## src/rtl/sd_linebuf_arbiter.sv

```systemverilog
`default_nettype none
// ============================================================================
//  Module   : sd_linebuf_arbiter
//  Brief    : Shares one single-port line-buffer RAM between an input-rate
//             pixel writer and an output-rate pixel reader. Reads always win;
//             writes wait in a 2-entry FIFO and are forwarded to reads that
//             hit a still-pending entry.
//  Revision : 1.0 - initial release
// ============================================================================
module sd_linebuf_arbiter #(
    parameter int HCNT_WIDTH = 9,
    parameter int DW         = 18
) (
    input  logic                  clk_sys,
    input  logic                  reset_n,
    input  logic                  pe_in,
    input  logic [HCNT_WIDTH-1:0] hcnt_in,
    input  logic                  line_in,
    input  logic [DW-1:0]         din,
    input  logic                  pe_out,
    input  logic [HCNT_WIDTH-1:0] hcnt_out,
    output logic [HCNT_WIDTH:0]   ram_addr,
    output logic                  ram_we,
    output logic [DW-1:0]         ram_wdata,
    input  logic [DW-1:0]         ram_rdata,
    output logic                  rd_valid,
    output logic [DW-1:0]         rd_data,
    output logic [1:0]            fifo_level,
    input  logic                  clr_overflow,
    output logic                  overflow
);

    localparam int c_AW = HCNT_WIDTH + 1;

    // Write FIFO: entry 0 is always the head, entry 1 the tail when full.
    logic [c_AW-1:0] r_e0_addr;
    logic [DW-1:0]   r_e0_data;
    logic [c_AW-1:0] r_e1_addr;
    logic [DW-1:0]   r_e1_data;
    logic [1:0]      r_level;

    logic [c_AW-1:0] w_e0_addr_nxt;
    logic [DW-1:0]   w_e0_data_nxt;
    logic [c_AW-1:0] w_e1_addr_nxt;
    logic [DW-1:0]   w_e1_data_nxt;
    logic [1:0]      w_level_nxt;

    // Read-return pipeline (address stage, RAM stage) with forward capture.
    logic            r_rd_p1;
    logic            r_rd_p2;
    logic            r_fwd_hit_p1;
    logic            r_fwd_hit_p2;
    logic [DW-1:0]   r_fwd_data_p1;
    logic [DW-1:0]   r_fwd_data_p2;

    logic [c_AW-1:0] w_push_addr;
    logic [c_AW-1:0] w_rd_addr;
    logic            w_pop;
    logic            w_full;
    logic            w_accept;
    logic            w_drop;
    logic            w_fwd_hit;
    logic [DW-1:0]   w_fwd_data;

    // The bank is captured with the entry so a later line toggle cannot
    // redirect a pending write; reads target the bank not being written.
    assign w_push_addr = {line_in, hcnt_in};
    assign w_rd_addr   = {~line_in, hcnt_out};

    // A pop only ever takes an entry that was present before this edge, so a
    // same-cycle push is never written in the cycle it arrives.
    assign w_pop    = ~pe_out & (r_level != 2'd0);
    assign w_full   = (r_level == 2'd2);
    assign w_accept = pe_in & (~w_full | w_pop);
    assign w_drop   = pe_in & w_full & ~w_pop;

    assign fifo_level = r_level;

    // FIFO next state: push appends at the tail, pop shifts tail into head.
    always_comb begin
        w_e0_addr_nxt = r_e0_addr;
        w_e0_data_nxt = r_e0_data;
        w_e1_addr_nxt = r_e1_addr;
        w_e1_data_nxt = r_e1_data;
        w_level_nxt   = r_level;
        case ({w_accept, w_pop})
            2'b10: begin
                if (r_level == 2'd0) begin
                    w_e0_addr_nxt = w_push_addr;
                    w_e0_data_nxt = din;
                end else begin
                    w_e1_addr_nxt = w_push_addr;
                    w_e1_data_nxt = din;
                end
                w_level_nxt = r_level + 2'd1;
            end
            2'b01: begin
                w_e0_addr_nxt = r_e1_addr;
                w_e0_data_nxt = r_e1_data;
                w_level_nxt   = r_level - 2'd1;
            end
            2'b11: begin
                if (r_level == 2'd1) begin
                    w_e0_addr_nxt = w_push_addr;
                    w_e0_data_nxt = din;
                end else begin
                    w_e0_addr_nxt = r_e1_addr;
                    w_e0_data_nxt = r_e1_data;
                    w_e1_addr_nxt = w_push_addr;
                    w_e1_data_nxt = din;
                end
            end
            default: begin
                w_level_nxt = r_level;
            end
        endcase
    end

    // Forward source for a read: newest matching pending write wins.
    always_comb begin
        w_fwd_hit  = 1'b0;
        w_fwd_data = '0;
        if (w_accept && (w_push_addr == w_rd_addr)) begin
            w_fwd_hit  = 1'b1;
            w_fwd_data = din;
        end else if ((r_level == 2'd2) && (r_e1_addr == w_rd_addr)) begin
            w_fwd_hit  = 1'b1;
            w_fwd_data = r_e1_data;
        end else if ((r_level != 2'd0) && (r_e0_addr == w_rd_addr)) begin
            w_fwd_hit  = 1'b1;
            w_fwd_data = r_e0_data;
        end
    end

    // FIFO storage, level and sticky overflow (a drop beats a clear).
    always_ff @(posedge clk_sys or negedge reset_n) begin
        if (!reset_n) begin
            r_e0_addr <= '0;
            r_e0_data <= '0;
            r_e1_addr <= '0;
            r_e1_data <= '0;
            r_level   <= 2'd0;
            overflow  <= 1'b0;
        end else begin
            r_e0_addr <= w_e0_addr_nxt;
            r_e0_data <= w_e0_data_nxt;
            r_e1_addr <= w_e1_addr_nxt;
            r_e1_data <= w_e1_data_nxt;
            r_level   <= w_level_nxt;
            if (w_drop) begin
                overflow <= 1'b1;
            end else if (clr_overflow) begin
                overflow <= 1'b0;
            end
        end
    end

    // RAM port: read beats write; idle cycles hold address and data.
    always_ff @(posedge clk_sys or negedge reset_n) begin
        if (!reset_n) begin
            ram_addr  <= '0;
            ram_wdata <= '0;
            ram_we    <= 1'b0;
        end else begin
            ram_we <= w_pop;
            if (pe_out) begin
                ram_addr <= w_rd_addr;
            end else if (w_pop) begin
                ram_addr  <= r_e0_addr;
                ram_wdata <= r_e0_data;
            end
        end
    end

    // Read-return pipeline: RAM data lands two edges after the request.
    always_ff @(posedge clk_sys or negedge reset_n) begin
        if (!reset_n) begin
            r_rd_p1       <= 1'b0;
            r_rd_p2       <= 1'b0;
            r_fwd_hit_p1  <= 1'b0;
            r_fwd_hit_p2  <= 1'b0;
            r_fwd_data_p1 <= '0;
            r_fwd_data_p2 <= '0;
            rd_valid      <= 1'b0;
            rd_data       <= '0;
        end else begin
            r_rd_p1       <= pe_out;
            r_fwd_hit_p1  <= pe_out & w_fwd_hit;
            r_fwd_data_p1 <= w_fwd_data;
            r_rd_p2       <= r_rd_p1;
            r_fwd_hit_p2  <= r_fwd_hit_p1;
            r_fwd_data_p2 <= r_fwd_data_p1;
            rd_valid      <= r_rd_p2;
            if (r_rd_p2) begin
                rd_data <= r_fwd_hit_p2 ? r_fwd_data_p2 : ram_rdata;
            end
        end
    end

endmodule
`default_nettype wire
```

## config.mk

```make
export PLATFORM = sky130hd
export DESIGN_NAME = sd_linebuf_arbiter
export DESIGN_NICKNAME = d
export VERILOG_FILES = /design/src/rtl/sd_linebuf_arbiter.sv
export SDC_FILE = /design/constraint.sdc
export NUM_CORES = 1
export LEC_CHECK = 0
export BUFFER_PORTS_ARGS = -buffer_cell sky130_fd_sc_hd__buf_2
export CELL_PAD_IN_SITES_DETAIL_PLACEMENT = 0
export CELL_PAD_IN_SITES_GLOBAL_PLACEMENT = 1
export CORE_ASPECT_RATIO = 0.7
export CORE_MARGIN = 1.5
export CORE_UTILIZATION = 30
export CTS_BUF_LIST = sky130_fd_sc_hd__clkbuf_16
export DETAILED_ROUTE_END_ITERATION = 12
export GPL_ROUTABILITY_DRIVEN = 0
export PLACE_DENSITY_LB_ADDON = 0.1
export SYNTH_ARGS = -nofsm -noshare
export SYNTH_HDL_FRONTEND = slang
export SYNTH_SLANG_ARGS = --single-unit
```

## constraint.sdc

```tcl
create_clock -name clk_sys -period 2.1 [get_ports clk_sys]
set_input_delay 0.63 -clock clk_sys [delete_from_list [all_inputs] [get_ports clk_sys]]
set_output_delay 0.63 -clock clk_sys [all_outputs]
set_load 0.005 [all_outputs]
```

After elaboration in Yosys (flattened, before gate mapping) --
Cells that the tools add are included.
Operators by class: add/sub/neg operators 2, equality and inequality tests 11, multiplexer cells 24, bitwise gates (word level) 10, reductions and logical operators 13
Operators by type and width (count):
- $mux 18 | 8
- $mux 10 | 6
- $pmux 18 s3 | 1
- $pmux 18 s2 | 1
- $eq 10x10->1 | 3
- $pmux 10 s3 | 1
- $pmux 10 s2 | 1
- $reduce_bool 2->1 | 5
- $eq 2x2->1 const B | 3
- $ne 2x2->1 const B | 3
- $and 1x1->1 | 5
- $mux 1 | 5
- $eq 2x1->1 const B | 2
- $not 1->1 | 4
- $pmux 2 s2 | 1
- $reduce_and 2->1 | 2
- $logic_and 1x1->1 | 3
- $reduce_and 3->1 | 1
- $reduce_bool 3->1 | 1
- $add 2x1->2 const B | 1
- $logic_not 2->1 | 1
- $sub 2x1->2 const B | 1
- $or 1x1->1 | 1
Word-level totals: bits in registers 147, input bits 60, output and inout bits 51, word-level logic and storage cells 77

Depth between registers and ports, before layout --
Gate-level depths: netlist of run 1.
depth in word-level cells 7, depth in mapped cells 8

Least setup slack after synthesis of run 1 --
Ideal clock, no wire load.
kind input to register, start input hcnt_out[2], end register r_fwd_data_p1[10], library setup time 128 ps, arrival 1822 ps, slack 150 ps, cell stages on the path 5, path through xnor2_1 -> nand4_1 -> nor3_4 -> buf_4 -> mux2_1
Between the ends: word-level cells in the longest chain between the ends 5, elaborated cells between the ends (all ways) 9, classes of those cells 3 x eq/ne; 3 x mux; 3 x reduce/logical
Ends and longest elaborated chain:
- from (decl) | RTL line 21 | input logic [HCNT_WIDTH-1:0] hcnt_out,
- $eq 10x10->1 | RTL line 129 | end else if ((r_level != 2'd0) && (r_e0_addr == w_rd_addr)) begin
- $logic_and 1x1->1 | RTL line 129
- $mux 18 | RTL line 129
- $mux 18 | RTL line 126 | end else if ((r_level == 2'd2) && (r_e1_addr == w_rd_addr)) begin
- $mux 18 (*) | RTL line 123 | if (w_accept && (w_push_addr == w_rd_addr)) begin
- via w_fwd_data[10] | RTL line 63 | logic [DW-1:0] w_fwd_data;
- to (signal assigned) | RTL line 189 | r_fwd_data_p1 <= w_fwd_data;
- to (decl) | RTL line 53 | logic [DW-1:0] r_fwd_data_p1;
The timed path passes the listed nets; every way through them passes the cells marked *. A chain may end at the register's enable or synchronous reset.

Final worst setup path of run 1 --
start register r_level[1], in the netlist fifo_level[1], end register r_fwd_data_p1[2]
Between the ends: word-level cells in the longest chain between the ends 6, elaborated cells between the ends (all ways) 12, classes of those cells 1 x eq/ne; 3 x mux; 4 x bitwise; 4 x reduce/logical
Ends and longest elaborated chain:
- from (decl) | RTL line 40 | logic [1:0] r_level;
- from (signal assigned) | RTL line 149 | r_level <= w_level_nxt;
- $reduce_bool 2->1 / $eq 2x2->1 (equally long branches)
- $and 1x1->1 / $not 1->1 (equally long branches) | RTL line 72, 74
- $or 1x1->1 | RTL line 74 | assign w_accept = pe_in & (~w_full | w_pop);
- $and 1x1->1 | RTL line 74
- $logic_and 1x1->1 | RTL line 123
- $mux 18 (*) | RTL line 123
- via w_fwd_data[2] | RTL line 63
Marks and branches as above.

==> results of run 1 <==
-- registers in the layout, indices dropped and copies added (netlist names), 2 cells and up --
name and count:
r_fwd_data_p1 18, ram_addr 10, fifo_level 2, r_e1_addr 10, ram_wdata 18, rd_data 18, r_e1_data 18, r_e0_addr 10
r_fwd_data_p2 18, r_e0_data 18
-- metrics by stage --
| step | setup TNS (ns) | worst slack (ns) |
|---|---|---|
| 2_1_floorplan | 0 | 0.150 |
| 3_3_place_gp | -0.0605 | -0.0119 |
| 3_5_place_dp | -0.339 | -0.107 |
| 4_1_cts | 0 | 0.0375 |
| 5_1_grt | -0.00352 | -0.00352 |
| 6_report | 0 | 0.0999 |
-- critical path: stages (launching register included) --
cell,delay (ns)
dfrtp_1,0.39
inv_1,0.08
ha_1,0.25
or4_4,0.67
nor4_1,0.33
mux2_2,0.21
-- repair_timing --
action	in CTS	in global routing
hold buffers	0	0
setup buffers	0	0
setup endpoints to repair	0	7
resized for setup	0	1
-- final timing paths --
| kind | from | to |
|---|---|---|
| max | fifo_level[1] | r_fwd_data_p1[2] |
| min | reset_n | ram_addr[1] |
| max reg2reg | fifo_level[1] | r_fwd_data_p1[2] |
| min reg2reg | r_fwd_data_p1[12] | r_fwd_data_p2[12] |
| max in group asynchronous | reset_n | r_fwd_data_p2[1] |
| min in group clk_sys | r_fwd_data_p1[12] | r_fwd_data_p2[12] |
-- synth_stat cells --
| master | number | share of area, % |
|---|---|---|
| nand3_1 | 2 | 0.16 |
| nor2_1 | 48 | 2.9 |
| nor3_4 | 1 | 0.26 |
| clkbuf_1 | 16 | 0.98 |
| buf_2 | 5 | 0.41 |
| inv_1 | 22 | 1.3 |
| mux2_2 | 37 | 6.8 |
| buf_1 | 3 | 0.18 |
| o21ai_0 | 28 | 2.3 |
| buf_8 | 1 | 0.24 |
| mux2i_1 | 58 | 9.5 |
| nor3_1 | 1 | 0.081 |
| nor2b_1 | 1 | 0.10 |
| or4_4 | 1 | 0.18 |
| a211oi_1 | 1 | 0.12 |
| ha_1 | 3 | 0.61 |
| nand4_1 | 3 | 0.31 |
| buf_4 | 4 | 0.49 |
| xnor2_1 | 16 | 2.3 |
| o22ai_1 | 1 | 0.10 |
| a21oi_1 | 49 | 4.0 |
| clkbuf_2 | 1 | 0.081 |
| buf_6 | 1 | 0.18 |
| or2_2 | 1 | 0.10 |
| mux2_1 | 9 | 1.7 |
| nor4_1 | 18 | 1.8 |
| nand3b_1 | 2 | 0.24 |
| nand2_1 | 30 | 1.8 |
| dfrtp_1 | 147 | 60 |
| o21a_1 | 1 | 0.12 |
| xor2_1 | 5 | 0.71 |
-- power groups by stage --
stage	registers (µW)	logic (µW)	clock network (µW)
after floorplan	4230	2010	0
after global placement	4320	3140	0
after detailed placement	4350	3180	0
after CTS	4300	3200	2620
after global routing	4420	3490	2760
final	4300	3130	2540
-- cells by family after synthesis --
| kind of cell | Yosys count | share of synthesized area [%] |
|---|---|---|
| flip-flops | 147 | 59.9 |
| AND/OR/NAND/NOR | 108 | 8.05 |
| multiplexers | 104 | 17.9 |
| AO/OA/AOI/OAI | 80 | 6.62 |
| buffers and inverters | 53 | 3.91 |
| XOR/XNOR | 21 | 3.00 |
| adder cells (fa/ha/maj) | 3 | 0.611 |
-- cell type report --
cell class                      instances  area share, %
Inverter                               22           1.08
Clock inverter                         11          0.672
Multi-Input combinational cell        316           29.4
Clock buffer                           17           5.58
Timing Repair Buffer                  134           10.6
Sequential cell                       147           48.2
Tap cell                              270           4.43
-- layer usage --
layer / routed length (µm) / vias to the layer above / track usage, %
li1: - / 2010 / -
met1: 7910 / 2044 / 21.5
met2: 6890 / 72 / 23.2
met3: 450 / 10 / 3.78
met4: 146 / 0 / 4.69
met5: 0 / - / 0
==> impl_metrics.csv, run 1 <==
group,metric,value,unit
critical_path,critical_path_class,"reg -> reg",
place,dpl.hpwl,10600,µm
floorplanning,die_w,174,µm
yosys,synth_cell_types,31,
worst_hold_path,hold_path.class,"in -> async",
power,seqPwrFrac,43.1,%
yosys,syn-cell-area,6140,µm²
drt,dr.pass1.iters,6,
yosys,ys.warnings.count,0,
clock_tree,clock_latency,0.41,ns
status,status,"finished, final reports clean",
power,p_per_area,1310,nW/µm²
global_routing,grt_max_degree,46,
final_layout,ff_latch_area,3680,µm²
floorplanning,coreArea,19900,µm²
timing,layout_worst_path_cycle_share,95.2,%
final_layout,diodes,0,
final_layout,area_growth,24.3,%
clock_tree,cts-root-buf,"clkbuf_16",
timing,finClkSkew,0.00682,ns
place,placed_area,7150,µm²
final_layout,layout.cells.non_filler,917,
flow_run,maxCapViolations,0,
floorplanning,fp.dieArea,21300,µm²
drt,antenna_left,0,
drt,routed_wl,15400,µm
timing,fin_crit,2.00,ns
drt,vias,4136,
global_routing,grt-ovfl-total,0,
clock_tree,clk_pin_slew,0.06,ns
drt,drtIter0Drc,161,
final_layout,drive_gt1_share,30.9,%
critical_path,start_kind,"register",
global_routing,antenna_found_initial,0,
power,leakage,0.00355,µW
timing,fmaxAchievable,500,MHz
place,dp_cells,889,
timing,setup_viol,0,
floorplanning,ios,111,
power,power_frac_comb,31.4,%
power,power.switching,3340,µW
place,portBuffers,110,
clock_tree,cts_buffer_depth,2,
final_layout,finish.utilization,38.3,%
global_routing,grt_usage,15.3,%
timing,hold_viol,0,
timing,report.final.slew_viol_count,0,
yosys,syn_nets,579,
yosys,syn_inst,516,
yosys,syn_avg_cell_area,11.9,µm²
final_layout,num-nets-final,701,
clock_tree,clock_sinks,147,
power,power_frac_clock,25.5,%
floorplanning,core.rowCount,43,
yosys,ys_ff_latch,147,
clock_tree,cts_tree,"done",
power,swShare,33.5,%
timing,rsz0062_at_grt,"true",
floorplanning,start_util,30.8,%
power,intPower,6630,µW
power,peakVddDrop,0.000520,V
power,fin_total_pwr,9970,µW
yosys,yosysSeqAreaShare,59.9,%
clock_tree,cts_buffers,17,
timing,slew_headroom,72.3,%
critical_path,critPathArrivalTime,2.36,ns
final_layout,fillerInstances,1975,
timing,tightest_slew,0.416,ns
timing,whs,0.122,ns
critical_path,crit_path_end_kind,"register",
final_layout,final_area,7630,µm²
clock_tree,htreeDepth,4,
drt,routedWlPerCell,16.8,µm
global_routing,grt_pass1_vias,4299,
global_routing,grt_pass1_wl,24200,µm
final_layout,final_common_cell,"dfrtp_1",
final_layout,multi_input_area,2240,µm²
critical_path,required,2.46,ns
drt,drc,0,
critical_path,reg2reg_slack,0.1,ns
final_layout,layout_common_cells,"147 x dfrtp_1, 109 x buf_2, 58 x mux2i_1",
floorplanning,die_h,123,µm
critical_path,crit_fanout,19,
critical_path,r2r_cells,5,
drt,vias_per_cell,4.51,
No activity file was read; power rests on OpenSTA's default activity.
==> inputs of run 2 (changes only) <==
==> constraint.sdc (replaced) <==
create_clock -name clk_sys -period 2.3 [get_ports clk_sys]
set_input_delay 0.69 -clock clk_sys [delete_from_list [all_inputs] [get_ports clk_sys]]
set_output_delay 0.69 -clock clk_sys [all_outputs]
set_load 0.005 [all_outputs]
==> impl_metrics.csv, run 2 (synthesis gave the netlist of run 1 again) <==
group,metric,value,unit
status,status,"finished, final reports clean",
timing,fin_crit,2.03,ns
place,portBuffers,110,
drt,vias,4159,
final_layout,num-nets-final,698,
worst_hold_path,hold_path.class,"in -> async",
final_layout,multi_input_area,2230,µm²
floorplanning,die_h,123,µm
power,leakage,0.00360,µW
global_routing,grt_pass1_vias,4316,
timing,tightest_slew,0.556,ns
clock_tree,htreeDepth,4,
critical_path,required,2.65,ns
power,p_per_area,1250,nW/µm²
place,pre_cts_slack,0.0798,ns
timing,rsz0062_at_grt,"false",
flow_run,maxCapViolations,0,
critical_path,start_kind,"register",
drt,routed_wl,15400,µm
place,dp_cells,886,
clock_tree,cts_resized,0,
clock_tree,clock_latency,0.41,ns
timing,final.setup.tns,0,ns
timing,hold_viol,0,
drt,dr.pass1.iters,5,
drt,routedWlPerCell,16.8,µm
clock_tree,clk_pin_slew,0.06,ns
timing,layout_worst_path_cycle_share,88.1,%
floorplanning,ios,111,
floorplanning,coreArea,19900,µm²
final_layout,final_common_cell,"dfrtp_1",
clock_tree,cts_buffer_depth,2,
floorplanning,start_util,30.8,%
global_routing,antenna_found_initial,1,
timing,finClkSkew,0.00910,ns
timing,fmaxAchievable,494,MHz
timing,whs,0.217,ns
timing,slew_headroom,62.9,%
drt,drtIter0Drc,143,
floorplanning,fp.dieArea,21300,µm²
clock_tree,cts_buffers,17,
timing,report.final.slew_viol_count,0,
global_routing,grt-ovfl-total,0,
clock_tree,clock_sinks,147,
power,peakVddDrop,0.000475,V
place,dpl.hpwl,10700,µm
global_routing,grt_pass1_wl,24600,µm
final_layout,drive_gt1_share,30.9,%
drt,vias_per_cell,4.53,
drt,drc,0,
drt,antenna_left,0,
final_layout,layout.cells.non_filler,919,
final_layout,fillerInstances,1987,
final_layout,area_growth,26.0,%
final_layout,ff_latch_area,3680,µm²
floorplanning,die_w,174,µm
timing,setup_viol,0,
final_layout,layout_common_cells,"147 x dfrtp_1, 109 x buf_2, 58 x mux2i_1",
critical_path,critPathArrivalTime,2.37,ns
global_routing,grt_max_degree,56,
critical_path,crit_fanout,19,
clock_tree,cts_hold_buf,0,
global_routing,grt_usage,15.5,%
clock_tree,cts-root-buf,"clkbuf_16",
critical_path,critical_path_class,"reg -> reg",
critical_path,crit_path_end_kind,"register",
floorplanning,core.rowCount,43,
clock_tree,cts_tree,"done",
clock_tree,post_cts_buffers,0,
timing,layout_setup_ws,0.275,ns
==> run 2: per-layer routing <==
metal  part of all wire, %  global-route usage, %
met5                     0                      0
met4                  0.85                   5.60
met3                   4.0                   3.81
met1                    50                   21.6
met2                    45                   23.5
==> run 2: through the flow <==
| step | instance area [µm²] | power [µW] | utilization (%) |
|---|---|---|---|
| finish | 7730 | 9700 | 38.9 |
| global route | 7730 | 10400 | 38.9 |
| CTS | 7730 | 9840 | 38.8 |
| detailed placement | 7110 | 6850 | 35.7 |
| global placement | 7110 | 6780 | 35.7 |
| floorplan | 6140 | 5700 | - |
==> run 2: critical path, stage by stage, from the launching register on <==
cell,delay (ns)
dfrtp_1,0.40
inv_1,0.08
ha_1,0.25
or4_4,0.71
nor4_1,0.29
mux2_2,0.20
==> run 2: cell type report <==
class | count | area share, %
Antenna cell | 1 | 0.0324
Clock buffer | 17 | 5.50
Clock inverter | 15 | 2.54
Inverter | 22 | 1.07
Multi-Input combinational cell | 316 | 28.9
Sequential cell | 147 | 47.6
Tap cell | 270 | 4.37
Timing Repair Buffer | 131 | 10.0
==> run 2: worst paths after layout <==
path / slack (ns) / startpoint / endpoint / depth (start not counted)
min in group clk_sys: 0.35 / r_fwd_hit_p1 / r_fwd_hit_p2 / 0
hold / removal: 0.22 / reset_n / ram_addr[1] / 1
setup reg to reg: 0.27 / fifo_level[1] / r_fwd_data_p1[2] / 5
hold reg to reg: 0.35 / r_fwd_hit_p1 / r_fwd_hit_p2 / 0
setup / recovery: 0.27 / fifo_level[1] / r_fwd_data_p1[2] / 5
max in group asynchronous: 1.40 / reset_n / rd_data[3] / 2
==> run 2: power by group <==
part,switching [µW],total (µW),internal (µW)
Sequential,547,3930,3380
Clock,1050,2950,1900
Combinational,1510,2820,1310
==> inputs of run 3 (changes only) <==
==> constraint.sdc (replaced) <==
create_clock -name clk_sys -period 1.9 [get_ports clk_sys]
set_input_delay 0.57 -clock clk_sys [delete_from_list [all_inputs] [get_ports clk_sys]]
set_output_delay 0.57 -clock clk_sys [all_outputs]
set_load 0.005 [all_outputs]
==> impl_metrics.csv, run 3 (synthesis gave the netlist of run 1 again) <==
group,metric,value,unit
status,status,"finished, final reports clean",
critical_path,start_kind,"register",
global_routing,grt_max_degree,44,
final_layout,fillerInstances,1957,
timing,layout_worst_path_cycle_share,95.9,%
drt,routed_wl,16000,µm
floorplanning,start_util,30.8,%
global_routing,grt_usage,15.5,%
clock_tree,clock_sinks,147,
clock_tree,post_cts_buffers,0,
timing,slew_headroom,66.2,%
timing,rsz0062_at_grt,"true",
drt,drtIter0Drc,149,
critical_path,crit_start,"fifo_level[0]",
critical_path,critical_path_class,"reg -> reg",
critical_path,r2r-end,"r_e0_data[13]",
place,portBuffers,110,
floorplanning,fp.dieArea,21300,µm²
critical_path,required,2.20,ns
critical_path,critPathArrivalTime,2.12,ns
drt,drc,0,
critical_path,cp_cell_sequence,"inv_1 -> ha_4 -> or2_4 -> a21oi_4 -> buf_4 -> mux2i_1 -> a21oi_1",
flow_run,maxCapViolations,0,
global_routing,grt-ovfl-total,0,
clock_tree,clk_pin_slew,0.06,ns
place,dpl.hpwl,10700,µm
final_layout,drive_gt1_share,33.7,%
global_routing,antenna_found_initial,0,
timing,tightest_slew,0.506,ns
critical_path,r2r_cells,7,
clock_tree,cts_buffer_depth,2,
drt,routedWlPerCell,17.3,µm
final_layout,diodes,0,
final_layout,final_common_cell,"dfrtp_1",
critical_path,crit_fanout,7,
global_routing,grt_pass1_wl,24800,µm
floorplanning,coreArea,19900,µm²
critical_path,critPathMaxStageDelay,0.35,ns
clock_tree,htreeDepth,4,
power,p_per_area,1500,nW/µm²
place,placed_area,7220,µm²
critical_path,worst_path_max_delay_cell,"dfrtp_1",
drt,vias_per_cell,4.51,
critical_path,r2r-start,"fifo_level[0]",
timing,hold_viol,0,
floorplanning,die_w,174,µm
drt,dr.pass1.iters,5,
clock_tree,clock_latency,0.42,ns
floorplanning,core.rowCount,43,
critical_path,reg2reg_slack,0.08,ns
critical_path,crit_path_end_kind,"register",
floorplanning,die_h,123,µm
worst_hold_path,hold_path.class,"in -> async",
timing,fmaxAchievable,549,MHz
timing,setup_viol,0,
final_layout,num-nets-final,709,
timing,fin_crit,1.82,ns
power,peakVddDrop,0.000593,V
clock_tree,cts-root-buf,"clkbuf_16",
timing,finClkSkew,0.0107,ns
timing,whs,0.0148,ns
drt,antenna_left,0,
final_layout,layout_common_cells,"147 x dfrtp_1, 109 x buf_2, 58 x mux2i_1",
global_routing,grt_pass1_vias,4414,
final_layout,final_area,7910,µm²
final_layout,area_growth,28.8,%
floorplanning,ios,111,
critical_path,crit_path_end,"r_e0_data[13]",
clock_tree,cts_buffers,17,
timing,report.final.slew_viol_count,0,
clock_tree,cts_hold_buf,0,
drt,vias,4185,
power,leakage,0.00365,µW
clock_tree,cts_tree,"done",
## run 3: cell count changes in the layout (fill, tap and decap cells not counted), moves of 2 or more
| cell | delta |
|---|---|
| buf_4 | +4 |
| ha_1 | -2 |
| or4_4 | +2 |
| buf_12 | +4 |
| nor4_2 | +7 |
| clkinvlp_4 | +2 |
| bufinv_16 | -2 |
| nor4_1 | -7 |
## run 3: area by class of cell
cell class	instances	area, µm²	area share [%]
clock inverter	14	148	1.87
tap	270	338	4.27
multi-input combinational	318	2320	29.4
inverter	22	82.6	1.04
sequential	147	3680	46.5
clock buffer	17	425	5.38
timing repair buffer	140	912	11.5
## run 3: how the worst min path moves through the flow
stage | slack [ns] | depth (start not counted) | startpoint | end
2_1_floorplan | 0.27 | 0 | reset_n | fifo_level[0]
3_3_place_gp | 0.34 | 0 | r_rd_p1 | r_rd_p2
3_5_place_dp | 0.34 | 0 | r_fwd_data_p1[12] | r_fwd_data_p2[12]
4_1_cts | 0.009 | 1 | reset_n | r_e1_addr[5]
5_1_grt | 0.02 | 1 | reset_n | r_e1_addr[5]
6_report | 0.01 | 1 | reset_n | r_e0_addr[5]
## run 3: power breakdown
part / switching (µW) / total (µW) / internal [µW] / leakage, µW
combinational: 2010 / 3800 / 1790 / 0.00157
sequential: 638 / 4730 / 4100 / 0.00179
clock: 1280 / 3310 / 2020 / 0.000282
total: 3930 / 11800 / 7910 / 0.00365
## run 3: metal layers
layer  routed length, µm  part of all wire (%)  global-route usage [%]
met2                7300                    46                    24.2
met4                 181                   1.1                    5.17
met3                 599                   3.7                    4.06
met5                   0                     0                       0
met1                7930                    50                    21.0
## run 3: critical path, delay by kind of cell (launching register included)
| family | cells | cell delay (ns) |
|---|---|---|
| mux | 1 | 0.20 |
| compound gates | 2 | 0.34 |
| simple gates | 1 | 0.27 |
| buf+inv | 2 | 0.34 |
| fa+ha+maj | 1 | 0.21 |
| flops | 1 | 0.35 |
## run 3: through the flow
step / setup TNS [ns] / power (µW) / setup slack (ns) / cells / util [%]
2_1_floorplan: -0.734 / 6900 / -0.0367 / 516 / -
3_3_place_gp: -2.13 / 8340 / -0.150 / 894 / 36.3
3_5_place_dp: -2.80 / 8430 / -0.192 / 894 / 36.3
4_1_cts: 0 / 11800 / 0.00500 / 925 / 39.2
5_1_grt: -0.0639 / 12600 / -0.0252 / 928 / 39.7
6_report: 0 / 11800 / 0.0788 / 928 / 39.7
## run 3: repair_timing
action / in CTS / in global routing
endpoints found under the setup margin: 14 / 52
gates resized for setup: 2 / 13
endpoints found under the hold margin: 0 / 0
pin swaps: 1 / 1
cloned: 0 / 3
